--- config.mk ---
export PLATFORM = sky130hd
export DESIGN_NAME = relu_argmax_stage
export DESIGN_NICKNAME = d
export VERILOG_FILES = /design/src/rtl/relu_argmax_stage.sv
export SDC_FILE = /design/constraint.sdc
export NUM_CORES = 1
export LEC_CHECK = 0
export ABC_CLOCK_PERIOD_IN_PS = 7700
export CAP_MARGIN = 20
export CORE_MARGIN = 2
export CORE_UTILIZATION = 56
export CTS_CLUSTER_SIZE = 25
export DETAILED_ROUTE_END_ITERATION = 12
export GPL_TIMING_DRIVEN = 0
export PLACE_DENSITY = 0.93
export SLEW_MARGIN = 20
export SYNTH_ARGS = -nofsm -noshare
export SYNTH_HDL_FRONTEND = slang
export SYNTH_SLANG_ARGS = --single-unit
--- constraint.sdc ---
create_clock -name clk -period 7.7 [get_ports clk]
set_input_delay 1.54 -clock clk [delete_from_list [all_inputs] [get_ports clk]]
set_output_delay 1.54 -clock clk [all_outputs]
set_load 0.03 [all_outputs]
--- src/rtl/relu_argmax_stage.sv ---
// ReLU + row-argmax stage: captures a BxM matrix in one beat and streams it out
// element by element in row-major order with a running per-row argmax.
module relu_argmax_stage #(
    parameter  int B     = 2,
    parameter  int M     = 3,
    parameter  int WIDTH = 32,
    parameter  int FRAC  = 16,
    localparam int CW_B  = $clog2((B > 2) ? B : 2),
    localparam int CW_M  = $clog2((M > 2) ? M : 2)
) (
    input  logic                            clk,
    input  logic                            rst_n,
    input  logic                            in_valid,
    output logic                            in_ready,
    input  logic [B-1:0][M-1:0][WIDTH-1:0]  in_data,
    output logic                            out_valid,
    input  logic                            out_ready,
    output logic signed [WIDTH-1:0]         out_data,
    output logic [CW_B-1:0]                 out_row,
    output logic [CW_M-1:0]                 out_col,
    output logic                            out_last_col,
    output logic                            out_last,
    output logic [CW_M-1:0]                 out_class
);

    if (FRAC < 0 || FRAC >= WIDTH) begin : g_bad_frac
        $error("relu_argmax_stage: FRAC must lie in [0, WIDTH)");
    end

    typedef enum logic {
        S_IDLE   = 1'b0,
        S_STREAM = 1'b1
    } state_t;

    state_t                           r_state;
    state_t                           w_state_next;
    logic                             r_alive;
    logic [B-1:0][M-1:0][WIDTH-1:0]   r_buf;
    logic [B-1:0][M-1:0][WIDTH-1:0]   w_relu;
    logic [CW_B-1:0]                  r_row;
    logic [CW_M-1:0]                  r_col;
    logic [WIDTH-1:0]                 r_max_val;
    logic [CW_M-1:0]                  r_max_idx;
    logic [WIDTH-1:0]                 w_cur;
    logic                             w_capture;
    logic                             w_beat;
    logic                             w_at_last_col;
    logic                             w_at_last;
    logic                             w_take;

    // Negative words (including the most negative one) clamp to zero.
    for (genvar gi = 0; gi < B; gi++) begin : g_relu_row
        for (genvar gj = 0; gj < M; gj++) begin : g_relu_col
            assign w_relu[gi][gj] = in_data[gi][gj][WIDTH-1] ? '0 : in_data[gi][gj];
        end
    end

    assign w_cur         = r_buf[r_row][r_col];
    assign w_at_last_col = (r_col == CW_M'(M - 1));
    assign w_at_last     = w_at_last_col && (r_row == CW_B'(B - 1));
    // Strictly-greater keeps the earliest index on ties; col 0 always seeds the row.
    assign w_take        = (r_col == '0) || (w_cur > r_max_val);
    assign w_capture     = in_valid && in_ready;
    assign w_beat        = out_valid && out_ready;

    always_comb begin
        w_state_next = r_state;
        in_ready     = 1'b0;
        out_valid    = 1'b0;
        case (r_state)
            S_IDLE: begin
                in_ready = r_alive;
                if (in_valid && r_alive) begin
                    w_state_next = S_STREAM;
                end
            end
            S_STREAM: begin
                out_valid = 1'b1;
                if (out_ready && w_at_last) begin
                    w_state_next = S_IDLE;
                end
            end
            default: w_state_next = S_IDLE;
        endcase
    end

    always_ff @(posedge clk or negedge rst_n) begin
        if (!rst_n) begin
            r_state   <= S_IDLE;
            r_alive   <= 1'b0;
            r_buf     <= '0;
            r_row     <= '0;
            r_col     <= '0;
            r_max_val <= '0;
            r_max_idx <= '0;
        end else begin
            r_state <= w_state_next;
            r_alive <= 1'b1;
            if (w_capture) begin
                r_buf     <= w_relu;
                r_row     <= '0;
                r_col     <= '0;
                r_max_val <= '0;
                r_max_idx <= '0;
            end else if (w_beat) begin
                if (w_at_last_col) begin
                    r_col     <= '0;
                    r_row     <= w_at_last ? '0 : r_row + 1'b1;
                    r_max_val <= '0;
                    r_max_idx <= '0;
                end else begin
                    r_col <= r_col + 1'b1;
                    if (w_take) begin
                        r_max_val <= w_cur;
                        r_max_idx <= r_col;
                    end
                end
            end
        end
    end

    assign out_data     = w_cur;
    assign out_row      = r_row;
    assign out_col      = r_col;
    assign out_last_col = out_valid && w_at_last_col;
    assign out_last     = out_valid && w_at_last;
    assign out_class    = w_take ? r_col : r_max_idx;

endmodule
==> results.md <==
* I/O pin count at 237
* Area after DPL at 14600 sq um
* Register area share after synthesis at 47.6%
* Power density cells at 386 nW/um^2
* Cells after Synth at 1242
* Critical path startpoint: out_row
* Clock transition at path regs at 70 ps
* CTS Hold Buffers Added at 0
* Inserted Diodes at 0
* Worst R2R Start: out_row
* RSZ-0062 raised after global routing: false
* Reg2Reg Setup Slack at 3270 ps
* GPL Wtd Cong at 0.964
* Post_cts resized at 0
* Area of the mapped netlist at 11800 sq um
* Cell Chain, Critical Path: buf_2 > buf_1 > mux2i_1 > o21ai_0 > ha_1 > and3_1 > a221o_1 > a31oi_1 > a21oi_2 > nor3_4 > o22a_1 > clkdlybuf4s50_1
* Seq cells post-synth at 224
* Critical path destination: out_class[1]
* Max VDD drop at 224 uV
* Worst-path fanout max at 10
* Fin Hold WS at 477 ps
* Rel. slew slack at 29.8%
* WL per Instance at 21.3 um
* Crit path DAT at 5440 ps
* Largest net degree at the start of global routing at 68
* Die area at 22200 sq um
* Non-filler cells, final at 1793
* Clock buffer depth at 3
* Final core utilization at 73.5%
* Worst path bufs/invs at 3
* Via total after detailed routing at 11000
* Initial Utilization at 56.6%
* FF-to-FF End: r_max_val[5]
* Total GRT Usage at 35.1%
* ANT nets after route at 0
* Site Rows at 53
* Clock sinks at 224
* Clock latency at the later pin of the worst-skew pair at 520 ps
* Final period util at 90.6%
* Die W at 149 um
* Dpl cells at 1755
* Fmax at 0.143 GHz
* LEAKAGE at 6.50 nW
* Worst Tran Pin Value at 1050 ps
* Post-DP HPWL at 28.5 mm
* Avg Cell Area, Syn at 9.49 sq um
* CTS tree: done
* Share of cells above drive strength 1 at 7.05%
* Drt pass-1 iters at 6
* Antenna violations before repair at 0
* DRC viols at 0
* CP max-delay cell: buf_1
* Post-CTS setup buffers at 0
* Maxcap violations at 0
* Wirelength, routed at 38.3 mm
* # setup viols final at 0
* First-pass GRT wire length at 59.8 mm
* Clk root buf: clkbuf_16
* Setup Crit Path Kind: reg2out
* Core footprint at 20800 sq um
* Worst min-delay path class: reg2reg
* Critical path depth at 12
* Final Max Slew Viols at 0
* CTS Buf Count at 23
* Worst Setup End Kind: primary output
* Pre-CTS WS at 1520 ps
* Reg2Reg Depth at 12
* H-tree Lvls at 1
* Die height at 149 um
* DRT iter0 DRCs at 1095
* Period minus WS final at 6980 ps
* GR Overflow Total at 0
* Fin area at 15300 sq um
* Final Worst Setup Slack at 722 ps
* Worst path required time at 6160 ps
* Critical Path Start Type: register
* Final number of hold-violating endpoints at 0
* Status: finished, final reports clean
* Skew final at 18.7 ps
* Input/output buffers at 235
* Layout area overhead at 29.8%
* Largest stage delay, worst path at 830 ps
* CP top delay family: buffers and inverters
* Yosys cell types at 48
* Synth warn at 0
* Total Nets Final at 1733
* Vias in the first global route at 11200
* DR vias/cell at 6.12
* Syn nets at 1470
-- worst min path at each step --
stage	start	to	slack, ps	depth (start not counted)
floorplan	r_buf[32]	r_buf[32]	440	2
global placement	r_buf[122]	r_buf[122]	460	2
detailed placement	r_buf[155]	r_buf[155]	470	2
CTS	r_buf[124]	r_buf[124]	480	2
global route	r_buf[124]	r_buf[124]	500	2
finish	r_buf[70]	r_buf[70]	480	2
-- metrics by stage --
| step | TNS, ps | power (W) |
|---|---|---|
| 2_1_floorplan | 0 | 0.00360 |
| 3_3_place_gp | -889920 | 0.00456 |
| 3_5_place_dp | 0 | 0.00469 |
| 4_1_cts | 0 | 0.00582 |
| 5_1_grt | 0 | 0.00618 |
| 6_report | 0 | 0.00590 |
-- worst min-delay path: stages (launching register included) --
cell and delay, ps:
dfrtp_1 340, nand2_1 40, o21ai_0 60
-- state kept, by name, indices dropped and copies added (netlist names) --
register	count
r_buf	186
r_max_val	31
out_col	2
r_max_idx	2
out_row	1
r_alive	1
r_state	1
-- cells by family after synthesis --
group                      count (synthesis)  synth area share [%]
muxes                                     62                  8.56
AOI/OAI and AO/OA                        284                  13.1
buffers and inverters                    127                  4.63
xor gates and xnor gates                   1                0.0744
DFF                                      224                  47.6
and+or+nand+nor                          510                  22.6
adders and majority gates                 32                  3.40
other                                      2                0.0637
-- Yosys cell counts, drive strengths merged --
cell	n	area, sq um
a21o	2	15.0
o31ai	1	7.51
ha	32	400
o21a	2	22.5
and3	4	25.0
nand3b	1	7.51
nor3	3	26.3
mux4	31	698
and4	2	17.5
a211oi	2	15.0
nor2	5	18.8
o211ai	1	7.51
nand2b	247	1550
o22a	2	17.5
o22ai	31	206
xnor2	1	8.76
mux2i	31	310
nand3	34	170
or3	1	6.26
or2	1	6.26
a31oi	2	18.8
clkbuf	54	203
a221oi	1	8.76
inv	33	124
a311o	1	10.0
conb	2	7.51
nand4	5	31.3
and2	4	25.0
nor2b	4	25.0
nor4	1	6.26
o2111ai	1	8.76
nor3b	1	7.51
a21oi	12	63.8
a2111o	1	11.3
nand2	197	739
a221o	1	10.0
a2bb2oi	1	8.76
o21ai	223	1120
buf	40	219
dfrtp	224	5610
-- where the power goes --
| part | internal [W] | leakage [nW] | switching, W |
|---|---|---|---|
| sequential | 0.00156 | 2.94 | 0.000237 |
| clock | 0.000631 | 0.364 | 0.000461 |
| combinational | 0.00123 | 3.19 | 0.00179 |
| total | 0.00342 | 6.50 | 0.00249 |
-- area by class of cell --
class | instances | area (sq um)
multi-input cells | 891 | 5630
flip-flops and latches | 224 | 5610
fillers | 1384 | 5530
repair buffers | 238 | 2440
clock buffers | 35 | 711
plain buffers | 94 | 422
well taps | 275 | 344
inverters | 33 | 124
clock inverters | 3 | 18.8
-- layout by cell type (no fill, tap or decap), types with 31 or more instances in the layout --
| master | n |
|---|---|
| nand2b_1 | 247 |
| clkdlybuf4s50_1 | 234 |
| dfrtp_1 | 224 |
| o21ai_0 | 223 |
| nand2_1 | 197 |
| clkbuf_1 | 57 |
| nand3_1 | 34 |
| inv_1 | 33 |
| ha_1 | 32 |
| mux4_2 | 31 |
| mux2i_1 | 31 |
-- layer usage --
layer | up-vias | track usage (%) | routed length (um)
met5 | - | 0 | 0
met2 | 857 | 57.7 | 18000
met1 | 5240 | 43.8 | 13500
li1 | 4717 | - | -
met4 | 0 | 18.9 | 2360
met3 | 168 | 7.19 | 4320
Note: power is estimated with default switching activity, not from simulation.
